===== config.mk =====
export PLATFORM = sky130hd
export DESIGN_NAME = branch_predictor_flat
export DESIGN_NICKNAME = d
export VERILOG_FILES = /design/src/rtl/branch_predictor_if.sv /design/src/rtl/branch_predictor.sv /design/src/flat_wrapper.sv
export SDC_FILE = /design/constraint.sdc
export NUM_CORES = 1
export LEC_CHECK = 0
export CAP_MARGIN = 20
export CORE_ASPECT_RATIO = 0.75
export CORE_MARGIN = 1
export CORE_UTILIZATION = 45
export CTS_CLUSTER_SIZE = 20
export DETAILED_ROUTE_END_ITERATION = 8
export PLACE_DENSITY = 0.68
export SYNTH_ARGS = -nofsm -noshare
export SYNTH_HDL_FRONTEND = slang
export SYNTH_SLANG_ARGS = --single-unit

===== constraint.sdc =====
create_clock -name clk -period 6.45 [get_ports clk]
set_input_delay 1.29 -clock clk [delete_from_list [all_inputs] [get_ports clk]]
set_output_delay 1.29 -clock clk [all_outputs]
set_load 0.05 [all_outputs]

===== src/rtl/branch_predictor_if.sv =====
// branch_predictor_if: fetch-side prediction and EX-side training signals of the branch predictor
interface branch_predictor_if #(
  parameter int INDEX_BITS = 6
);
  logic [31:0] fetch_pc;
  logic fetch_is_branch;
  logic [31:0] fetch_offset;
  logic predict_taken;
  logic [31:0] predict_target;
  logic [INDEX_BITS-1:0] fetch_index;
  logic ex_valid;
  logic [INDEX_BITS-1:0] ex_index;
  logic ex_branch_enable;
  logic ex_predicted;
  logic mispredict;
  logic ready;
  modport master (
    output fetch_pc, fetch_is_branch, fetch_offset, ex_valid, ex_index, ex_branch_enable, ex_predicted,
    input predict_taken, predict_target, fetch_index, mispredict, ready
  );
  modport slave (
    input fetch_pc, fetch_is_branch, fetch_offset, ex_valid, ex_index, ex_branch_enable, ex_predicted,
    output predict_taken, predict_target, fetch_index, mispredict, ready
  );
endinterface


===== src/rtl/branch_predictor.sv =====
// branch_predictor: 2-bit saturating counter predictor trained from EX outcomes; define BPRED_GSHARE_EN for gshare indexing
module branch_predictor #(
  parameter int INDEX_BITS = 6
`ifdef BPRED_GSHARE_EN
  , parameter int HIST_BITS = 6
`endif
) (
  input logic clk,
  input logic reset_n,
  branch_predictor_if.slave bp
);
  localparam int ENTRIES = 2 ** INDEX_BITS;
  typedef enum logic {INIT, RUN} state_t;
  state_t state_q, state_d;
  logic [INDEX_BITS-1:0] sweep_q, sweep_d;
  logic ready_q, ready_d, mispredict_q, mispredict_d;
  logic [1:0] tbl [ENTRIES];
  logic [INDEX_BITS-1:0] pc_index, fetch_index, waddr;
  logic [1:0] ex_ctr, wdata;
  logic init, train, we;
  assign pc_index = bp.fetch_pc[INDEX_BITS+1:2];
`ifdef BPRED_GSHARE_EN
  logic [HIST_BITS-1:0] ghr_q, ghr_d;
  assign fetch_index = pc_index ^ INDEX_BITS'(ghr_q);
`else
  assign fetch_index = pc_index;
`endif
  always_comb begin
    init = state_q == INIT;
    train = state_q == RUN && bp.ex_valid;
    ex_ctr = tbl[bp.ex_index];
    state_d = (init && &sweep_q) ? RUN : state_q;
    sweep_d = init ? sweep_q + 1'b1 : sweep_q;
    ready_d = ready_q | (init & &sweep_q);
    mispredict_d = train & (bp.ex_branch_enable != bp.ex_predicted);
    we = reset_n & (init | train);
    waddr = init ? sweep_q : bp.ex_index;
    wdata = init ? 2'b01
          : bp.ex_branch_enable ? ((ex_ctr == 2'b11) ? 2'b11 : ex_ctr + 2'b01)
          : ((ex_ctr == 2'b00) ? 2'b00 : ex_ctr - 2'b01);
`ifdef BPRED_GSHARE_EN
    ghr_d = train ? {ghr_q[HIST_BITS-2:0], bp.ex_branch_enable} : ghr_q;
`endif
  end
  always_ff @(posedge clk) begin
    if (!reset_n) begin
      state_q <= INIT;
      sweep_q <= '0;
      ready_q <= 1'b0;
      mispredict_q <= 1'b0;
`ifdef BPRED_GSHARE_EN
      ghr_q <= '0;
`endif
    end else begin
      state_q <= state_d;
      sweep_q <= sweep_d;
      ready_q <= ready_d;
      mispredict_q <= mispredict_d;
`ifdef BPRED_GSHARE_EN
      ghr_q <= ghr_d;
`endif
    end
  end
  // Counter table carries no reset so it can map onto block RAM
  always_ff @(posedge clk)
    if (we) tbl[waddr] <= wdata;
  assign bp.fetch_index = fetch_index;
  assign bp.predict_taken = ready_q & bp.fetch_is_branch & tbl[fetch_index][1];
  assign bp.predict_target = bp.fetch_pc + bp.fetch_offset;
  assign bp.mispredict = mispredict_q;
  assign bp.ready = ready_q;
endmodule


===== src/flat_wrapper.sv =====
// flat-port wrapper written by rule: the top's interface ports become plain ports
module branch_predictor_flat 
#(
  parameter int INDEX_BITS = 6

)
  (clk, reset_n, bp_fetch_pc, bp_fetch_is_branch, bp_fetch_offset, bp_ex_valid, bp_ex_index, bp_ex_branch_enable, bp_ex_predicted, bp_predict_taken, bp_predict_target, bp_fetch_index, bp_mispredict, bp_ready);
  branch_predictor_if #(.INDEX_BITS(INDEX_BITS)) bp_i ();
  input logic clk;
  input logic reset_n;
  input wire logic [$bits(bp_i.fetch_pc)-1:0] bp_fetch_pc;
  input wire logic [$bits(bp_i.fetch_is_branch)-1:0] bp_fetch_is_branch;
  input wire logic [$bits(bp_i.fetch_offset)-1:0] bp_fetch_offset;
  input wire logic [$bits(bp_i.ex_valid)-1:0] bp_ex_valid;
  input wire logic [$bits(bp_i.ex_index)-1:0] bp_ex_index;
  input wire logic [$bits(bp_i.ex_branch_enable)-1:0] bp_ex_branch_enable;
  input wire logic [$bits(bp_i.ex_predicted)-1:0] bp_ex_predicted;
  output wire logic [$bits(bp_i.predict_taken)-1:0] bp_predict_taken;
  output wire logic [$bits(bp_i.predict_target)-1:0] bp_predict_target;
  output wire logic [$bits(bp_i.fetch_index)-1:0] bp_fetch_index;
  output wire logic [$bits(bp_i.mispredict)-1:0] bp_mispredict;
  output wire logic [$bits(bp_i.ready)-1:0] bp_ready;
  assign bp_i.fetch_pc = bp_fetch_pc;
  assign bp_i.fetch_is_branch = bp_fetch_is_branch;
  assign bp_i.fetch_offset = bp_fetch_offset;
  assign bp_i.ex_valid = bp_ex_valid;
  assign bp_i.ex_index = bp_ex_index;
  assign bp_i.ex_branch_enable = bp_ex_branch_enable;
  assign bp_i.ex_predicted = bp_ex_predicted;
  assign bp_predict_taken = bp_i.predict_taken;
  assign bp_predict_target = bp_i.predict_target;
  assign bp_fetch_index = bp_i.fetch_index;
  assign bp_mispredict = bp_i.mispredict;
  assign bp_ready = bp_i.ready;
  branch_predictor #(.INDEX_BITS(INDEX_BITS)) u_core (.clk(clk), .reset_n(reset_n), .bp(bp_i));
endmodule

==> results of run 1 <==
-- per-layer routing --
layer / track usage / vias to the layer above / routed length [um]
li1: - / 2885 / -
met1: 0.373 / 3124 / 10200
met2: 0.351 / 352 / 9590
met3: 0.0491 / 23 / 2160
met4: 0.0535 / 0 / 233
met5: 0 / - / 0
-- report_power, final --
part	leakage (nW)	total (mW)	switching [mW]	internal, mW
clock network	0.281	0.954	0.363	0.591
registers	1.22	0.965	0.00396	0.961
logic	2.08	0.655	0.379	0.276
-- placed cells by master, fill, tap and decap left out, types with 4 or more instances in the layout --
master and n:
a211oi_1 8, mux2_2 4, o21bai_1 6, buf_12 16, o21a_1 7, nand2_1 56, or3_1 4, xor2_1 11
mux2i_1 9, dfxtp_1 9, nand3_1 20, buf_4 16, a211o_1 4, nand2b_1 5, a21oi_1 36, nor2_1 103
inv_1 15, o21ai_0 24, and2_1 5, edfxtp_1 128, clkdlybuf4s50_1 93, o22ai_1 6, and3_1 6, a21o_1 14
mux4_2 54, nand4_1 9, clkbuf_16 17, ha_1 32, nor2b_1 7, nor3_1 14, xnor2_1 16
-- flip-flops by register name, summed over array words and instances (netlist names) --
signal                cells
u_core.bp.mispredict      1
u_core.tbl              128
u_core.state_q            1
u_core.bp.ready           1
u_core.sweep_q            6
-- synthesized netlist by cell type, types with 3 or more instances --
library cell,instances,area (um^2)
clkbuf_1,22,82.6
o211ai_1,3,22.5
o21a_1,7,52.6
xor2_1,11,96.3
and3_1,6,37.5
o32ai_1,3,26.3
o22ai_1,6,37.5
mux4_2,54,1220
nand4_1,9,56.3
o21bai_1,6,45.0
mux2i_1,9,90.1
buf_1,5,18.8
edfxtp_1,128,3840
nor2_1,103,387
nand2_1,56,210
dfxtp_1,9,180
buf_4,10,75.1
nand2b_1,5,31.3
a31oi_1,4,25.0
inv_1,15,56.3
mux2_2,4,45.0
o21ai_0,25,125
or2_2,3,18.8
a211oi_1,8,60.1
xnor2_1,16,140
a21oi_1,36,180
nor2b_1,7,43.8
or3_1,4,25.0
a211o_1,4,35.0
a21o_1,14,105
nand3_1,20,100
a21boi_0,3,22.5
ha_1,32,400
a22oi_1,3,22.5
and2_1,5,31.3
nor3_1,14,70.1
-- worst max-delay path, delay by kind of cell --
family,cells,cell delay [ns]
AO/OA/AOI/OAI,3,1.26
adder cells (fa/ha/maj),1,0.45
AND/OR/NAND/NOR,3,0.73
buffers and inverters,2,0.81
-- through the flow --
step	instances	worst slack [ns]	area, um^2
after floorplan	696	0.446	8260
after global placement	1024	0.733	9760
after detailed placement	1024	0.682	9760
after CTS	1056	0.671	10300
after global routing	1057	0.280	10300
final	1057	0.612	10300
-- final cells by class --
| cell class | instances | area share |
|---|---|---|
| sequential | 137 | 0.389 |
| multi-input combinational | 504 | 0.386 |
| timing repair buffer | 127 | 0.134 |
| clock buffer | 22 | 0.0449 |
| tap | 242 | 0.0293 |
| clock inverter | 10 | 0.0116 |
| inverter | 15 | 0.00544 |
-- worst paths after layout --
kind / cells after the start / slack, ns / endpoint
hold / removal: 2 / 0.65 / u_core.sweep_q[1]
setup / recovery: 9 / 0.61 / bp_predict_target[29]
setup reg to reg: 7 / 3.65 / u_core.tbl[14][1]
hold reg to reg: 2 / 0.65 / u_core.sweep_q[1]
-- cell families (layout without fill, tap and decap cells) --
| group | Yosys count | after routing | share of synthesized area |
|---|---|---|---|
| AO/OA/AOI/OAI | 137 | 137 | 0.108 |
| XOR/XNOR | 27 | 27 | 0.0286 |
| adder cells (fa/ha/maj) | 33 | 33 | 0.0509 |
| buffers and inverters | 55 | 174 | 0.0315 |
| flip-flops | 137 | 137 | 0.487 |
| multiplexers | 67 | 67 | 0.164 |
| AND/OR/NAND/NOR | 240 | 240 | 0.130 |
==> results.md, run 1 <==
Min path:
- The min-delay analysis places its worst path in the category reg2reg.
- The startpoint of the tightest hold check path is u_core.sweep_q[1].

Finish:
- Relative to the synthesized area, the layout overhead comes to 25.4%.
- The number of diodes added for antenna fixing is 0.
- The net count of the finished layout is 911.
- The area of combinational cells with multiple inputs is 4000 um^2.
- Registers take a little over 4000 um^2.
- For this run, the share of the core covered by cells in the final layout is 0.581.
- The layout has 1407 filler cells.
- Of the cells placed in the final design, the portion with a size suffix greater than 1 is 0.157.

Route:
- The first-pass iteration count of the detailed router is 5.
- After detailed routing, the average wire length per cell comes to about 21 um.
- The wire length reported by the detailed router is ~22000 um.
- The count of nets left with antenna violations once routing finished came out at 0.
- In the routed layout, each cell is associated on average with a via count of between 6 and 7.
- The number of DRC violations after detailed routing is 0.
- The detailed router finished its first iteration with 815 violations.
- The total vias in the final route is about 6400.

Place:
- After legalization and detailed placement, the total HPWL measured ~16000 um.
- The count of buffers added on input and output ports is roughly 120.
- The congestion estimate from routability-driven global placement came to 0.895.

Logic synthesis:
- Synthesis produced a netlist with a net count of about 810.
- The part of the Yosys area used for sequential elements is 0.487.
- The count of yosys warnings during synthesis is 0.
- Synthesis inferred between 100 and 150 register bits.
- The gate count after technology mapping is roughly 700.
- The leading register cell type out of synthesis is edfxtp_1.
- The share of flip-flops with an asynchronous set or reset is 0.
- The post-synthesis cell area is 8260 um^2.
- Yosys mapped a number of flops with a built-in enable equal to 128.
- Counting distinct cell types in the post-synthesis netlist gives 54.
- The average instance in the mapped netlist occupies around 12 um^2.

Power and ir drop:
- IR analysis of the VDD net gives a maximum drop of 0.169 mV.
- The power per standard cell area is approximately 250 nW/um^2.
- The overall power is around 2.6 mW.
- The total leakage power is ~3.6 nW.

Worst setup path:
- The worst setup path is captured at a primary output.
- The timing startpoint of the critical path is bp_fetch_pc[4].
- Data arrives at the worst endpoint at 4.55 ns.
- The maximum fanout along the worst path is 6.
- At the worst endpoint, the required time is just over 5 ns.
- For this design, the slowest cell found on the critical path is clkdlybuf4s50_1.
- In this run the critical register-to-register path is launched from u_core.tbl[53][0].
- The startpoint kind of the worst setup timing path is a primary input.
- The critical path is of the in2out type.
- The signal on the critical path passes through clkdlybuf4s50_1 -> ha_1 -> nand4b_1 -> a2111oi_0 -> o21ai_0 -> a211o_1 -> and3_1 -> nor3_1 -> buf_12.
- On the worst path, the slowest cell contributes a delay of just over 0.6 ns.

STA:
- The largest clock skew in the final design is around 0.0098 ns.
- The final max-slew violation count was 0.
- The total of endpoints with negative setup slack in the final report is 0.
- The final clock period utilization by the worst path is 0.905.
- The worst pin sits at a relative slew slack of 0.541.
- Setup repair after global routing left no endpoint under its margin.
- The worst-case hold slack is ~0.65 ns.
- Derived from the worst setup path, the maximum achievable clock frequency is ~170 MHz.
- The number of hold violations in the final report came to 0.
- The transition time at the pin with the least slew margin is 0.686 ns.
- The routed design could run at a clock period as short as between 5 and 6 ns.
- After routing, the total negative slack on setup checks comes to 0 ns.

Clock tree:
- The count of hold buffers inserted by post-cts repair is 0.
- The total clock buffers created by CTS is 17.
- The CTS clock-pin slew for the worst setup and hold paths is 0.06 ns.
- Counting along the longest clock path gives a buffer depth of 2.
- The root buffer cell chosen for the clock tree is clkbuf_16.
- For the worst-skew pair, the clock arrives at the later sink with an insertion delay of a little over 0.4 ns.
- The depth of the CTS H-tree is 4.
- The number of sinks handled by clock tree synthesis is ~140.
- The post-cts resize count is 0.
- TritonCTS built the clock tree.
- The post-CTS setup repair buffer count is 0.

Job:
- The tool flagged a number of max-cap violations equal to 0.

Status:
- The run finished with clean final reports.

Floorplanning:
- The width of the chip is 158 um.
- roughly 120 I/O pins were placed.
- The initial core utilization is 0.463.
- Row generation in the floorplan step produced 42 rows.
- The die covers around 19000 um^2.
- The die is 119 um tall.
- The core region is 17800 um^2.

GRT:
- Across every metal layer, demand over resource in global routing totals 0.242.
- The total overflow left after global routing is 0.
- The first-pass GRT wire length is approximately 34000 um.
- The via count of the first global-routing pass is 6059.
- The initial antenna violation count came to 0.
- Entering global routing, the biggest net connects between 40 and 50 pins.
(Power assumes the default switching activity.)
==> inputs of run 2 (changes only) <==
--- a/config.mk
+++ b/config.mk
@@ -5,12 +5,13 @@
 export SDC_FILE = /design/constraint.sdc
 export NUM_CORES = 1
 export LEC_CHECK = 0
-export CAP_MARGIN = 20
+export CAP_MARGIN = 0
 export CORE_ASPECT_RATIO = 0.75
 export CORE_MARGIN = 1
 export CORE_UTILIZATION = 45
 export CTS_CLUSTER_SIZE = 20
 export DETAILED_ROUTE_END_ITERATION = 8
+export MAX_ROUTING_LAYER = met4
 export PLACE_DENSITY = 0.68
 export SYNTH_ARGS = -nofsm -noshare
 export SYNTH_HDL_FRONTEND = slang
==> run 2 against run 1 <==
Compared with the run above:
- cell area is 0.29% higher
- critical endpoint is now bp_predict_target[30]
- critical path type unchanged
- largest power group is now clock
- combinational power is 1% higher
- utilization is 0.17 points higher
- highest routed layer unchanged
- wire length is 5.2% higher
==> results.md, run 2 (same netlist as run 1, synthesis figures left out) <==
Worst setup path:
- The endpoint identified for the worst register-to-register timing path is u_core.tbl[62][1].
- In this run the critical register-to-register path is launched from u_core.tbl[10][0].
- The type of element capturing the critical path is a primary output.
- The maximum fanout along the worst path came to 6 (unchanged).
- The critical path data arrival time came to 4.44 ns (-0.11 ns).
- The data required time of the critical path is 5.16 ns (about the same).
- The worst-case register-to-register setup slack came to 3.58 ns (-0.07 ns).
- The startpoint kind of the worst setup timing path is a primary input.
- The worst reg2reg path depth was 7 (unchanged).
- The category of the critical setup timing path is in2out.

STA:
- The final total negative setup slack is 0 ns (unchanged).
- The final period demand of the worst path came to 5.73 ns (-0.112 ns).
- The maximum operating frequency is 175 MHz (+2.0%).
- The total of endpoints with negative setup slack in the final report is 0 (unchanged).
- The worst relative slew slack came to 0.208 (-0.333).
- The final clock period utilization by the worst path is 0.888 (-0.0173).
- The final max-slew violation count is 0 (unchanged).
- The worst-case hold slack is 0.647 ns (-0.00127 ns).
- The transition time at the pin with the least slew margin was 1.18 ns (+0.498 ns).
- The number of hold violations in the final report is 0 (unchanged).
- Setup repair after global routing left no endpoint under its margin.
- The largest clock skew in the final design is 0.0114 ns (+0.00163 ns).

Clock tree:
- The total clock buffers created by CTS is 17 (unchanged).
- The depth of the CTS H-tree is 4 (unchanged).
- The post-cts resize count is 0 (unchanged).
- The count of hold buffers inserted by post-cts repair is 0 (unchanged).
- The CTS clock-pin slew for the worst setup and hold paths was 0.06 ns (about the same).
- The buffer type at the clock tree root is clkbuf_16.
- The number of sinks handled by clock tree synthesis came to 137 (unchanged).
- The post-CTS setup repair buffer count is 0 (unchanged).
- The clock latency at the later pin of the worst-skew pair came to 0.42 ns (about the same).
- The clock tree from TritonCTS is built.
- The number of buffers on the longest clock path is 2 (unchanged).

Place:
- The placer congestion estimate is 0.895 (about the same).
- The number of buffers inserted by port buffering is 116 (unchanged).
- The post-detailed-placement half-perimeter wirelength is 16700 um (+1.9%).
- The placed standard-cell area came to 9750 um^2 (about the same).

Finish:
- The post-route standard cell area excluding fillers was 10400 um^2 (+0.29%).
- From synthesis to final layout, the design area changed by 25.7%.
- The count of nets after finishing is 909 (-0.22%).
- The largest registers in the layout are u_core.tbl (128), u_core.sweep_q (6).
- Leaving out fill and tap cells, the most frequent cells in the layout are 128 x edfxtp_1, 103 x nor2_1, 93 x clkdlybuf4s50_1, 56 x nand2_1, 54 x mux4_2.
- The share of cells above drive strength 1 is 0.156 (-0.000844).
- The total area of sequential cells was 4020 um^2 (unchanged).
- The number of fillers in the final layout is 1382 (-1.8%).
- The flip-flop count of the largest register, all copies and words added came to 128 (unchanged).
- The share of the core filled with cells came to 0.583 (+0.00169).
- The most common cell after layout, fill and taps aside is edfxtp_1.
- The area of combinational cells with multiple inputs is 4000 um^2 (unchanged).
- u_core.tbl holds more flip-flops than any other register.

Status:
- The run finished with clean final reports.

Power and ir drop:
- The part of the total power dissipated in the clock network is 0.389 (+0.018).
- The maximum VDD drop was 0.195 mV (+15%).
- The net switching fraction of the power is 0.291 (+0.000994).
- The total net switching power is 774 uW (+3.8%).
- The register share of total power is 0.362 (-0.013).
- The power per standard cell area is 256 nW/um^2 (+3.1%).
- The overall power came to 2.66 mW (+3.4%).
- The combinational share of power was 0.249 (-0.005).
- The total leakage power was 3.59 nW (+0.33%).
- The internal power summed over all cells came to 1.89 mW (+3.3%).

Route:
- The post-detailed-route count of antenna-violating nets came to 0 (unchanged).
- The number of DRC markers in iteration 0 was 663 (-19%).
- The total vias in the final route was 6534 (+2.3%).
- The vias per cell is 6.19 (+2.4%).
- The number of DRC violations after detailed routing was 0 (unchanged).
- The wire length reported by the detailed router is 23400 um (+5.2%).
- The per-cell routed wire length is 22.2 um (+5.3%).
- The first-pass iteration count of the detailed router was 6 (+1).

Floorplanning:
- The floorplan die area came to 18900 um^2 (unchanged).
- The area of the core is 17800 um^2 (unchanged).
- The initial core utilization is 0.463 (unchanged).
- The count of standard-cell rows is 42 (unchanged).
- The vertical extent of the die came to 119 um (unchanged).
- The boundary pin count is 117 (unchanged).
- The width of the chip is 158 um (unchanged).

GRT:
- The first-pass GRT wire length was 35500 um (+4.1%).
- The initial antenna violation count was 1 (+1).
- The pin count of the biggest net entering global routing is 41 (unchanged).
- The total routing usage reported by global routing is 0.262 (+0.0196).
- The total global routing overflow was 0 (unchanged).
- The via count of the first global-routing pass is 6210 (+2.5%).

Min path:
- The sink of the worst hold path is u_core.sweep_q[1].
- In this run the most critical hold path is launched from u_core.sweep_q[1].
- The path type of the worst min-delay path is reg2reg.
- The number of instances on the worst hold path came to 2 (unchanged).

Job:
- The count of max-cap constraint violations is 0 (unchanged).
==> run 2: power groups by stage <==
stage | combinational, mW | clock [mW] | sequential [mW]
after detailed placement | 0.655 | 0 | 0.983
after CTS | 0.658 | 1.04 | 0.964
after floorplan | 0.396 | 0 | 0.981
after global placement | 0.650 | 0 | 0.983
after global routing | 0.699 | 1.08 | 0.964
final | 0.662 | 1.04 | 0.965
==> run 2: worst max path at each step <==
stage                            end  slack (ns)  depth (start not counted)      startpoint
4_1_cts        bp_predict_target[29]        0.74                          9  bp_fetch_pc[4]
6_report       bp_predict_target[30]        0.72                         10  bp_fetch_pc[6]
3_3_place_gp   bp_predict_target[29]        0.75                          9  bp_fetch_pc[4]
2_1_floorplan       u_core.tbl[0][1]        0.45                         11  bp_ex_index[0]
3_5_place_dp   bp_predict_target[29]        0.76                          9  bp_fetch_pc[4]
5_1_grt        bp_predict_target[29]        0.51                          9  bp_fetch_pc[4]
==> run 2: through the flow <==
stage	cells	setup slack, ns
global placement	1023	0.749
detailed placement	1023	0.759
CTS	1055	0.736
floorplan	696	0.446
finish	1056	0.724
global route	1056	0.510
==> run 2: area by class of cell <==
type	instances	share of cell area
diodes	1	0.000241
clock buffers	19	0.0417
clock inverters	13	0.0187
inverters	15	0.00542
multi-input cells	504	0.385
flip-flops and latches	137	0.388
well taps	242	0.0292
repair buffers	125	0.132
==> run 2: routing by layer <==
layer / global-route usage / vias to the layer above / part of all wire / routed length [um]
li1: - / 2877 / - / -
met2: 0.357 / 410 / 0.43 / 9950
met3: 0.0793 / 54 / 0.11 / 2650
met5: - / - / 0 / 0
met1: 0.374 / 3193 / 0.44 / 10300
met4: 0.0799 / 0 / 0.020 / 463
==> run 2: worst max-delay path, cell delays in order <==
cell	delay, ns
clkdlybuf4s50_1	0.56
ha_1	0.44
nand4_1	0.20
nor3_1	0.26
a21oi_1	0.14
o21ai_0	0.56
a31oi_1	0.30
nor4b_1	0.34
a211o_1	0.15
buf_4	0.19
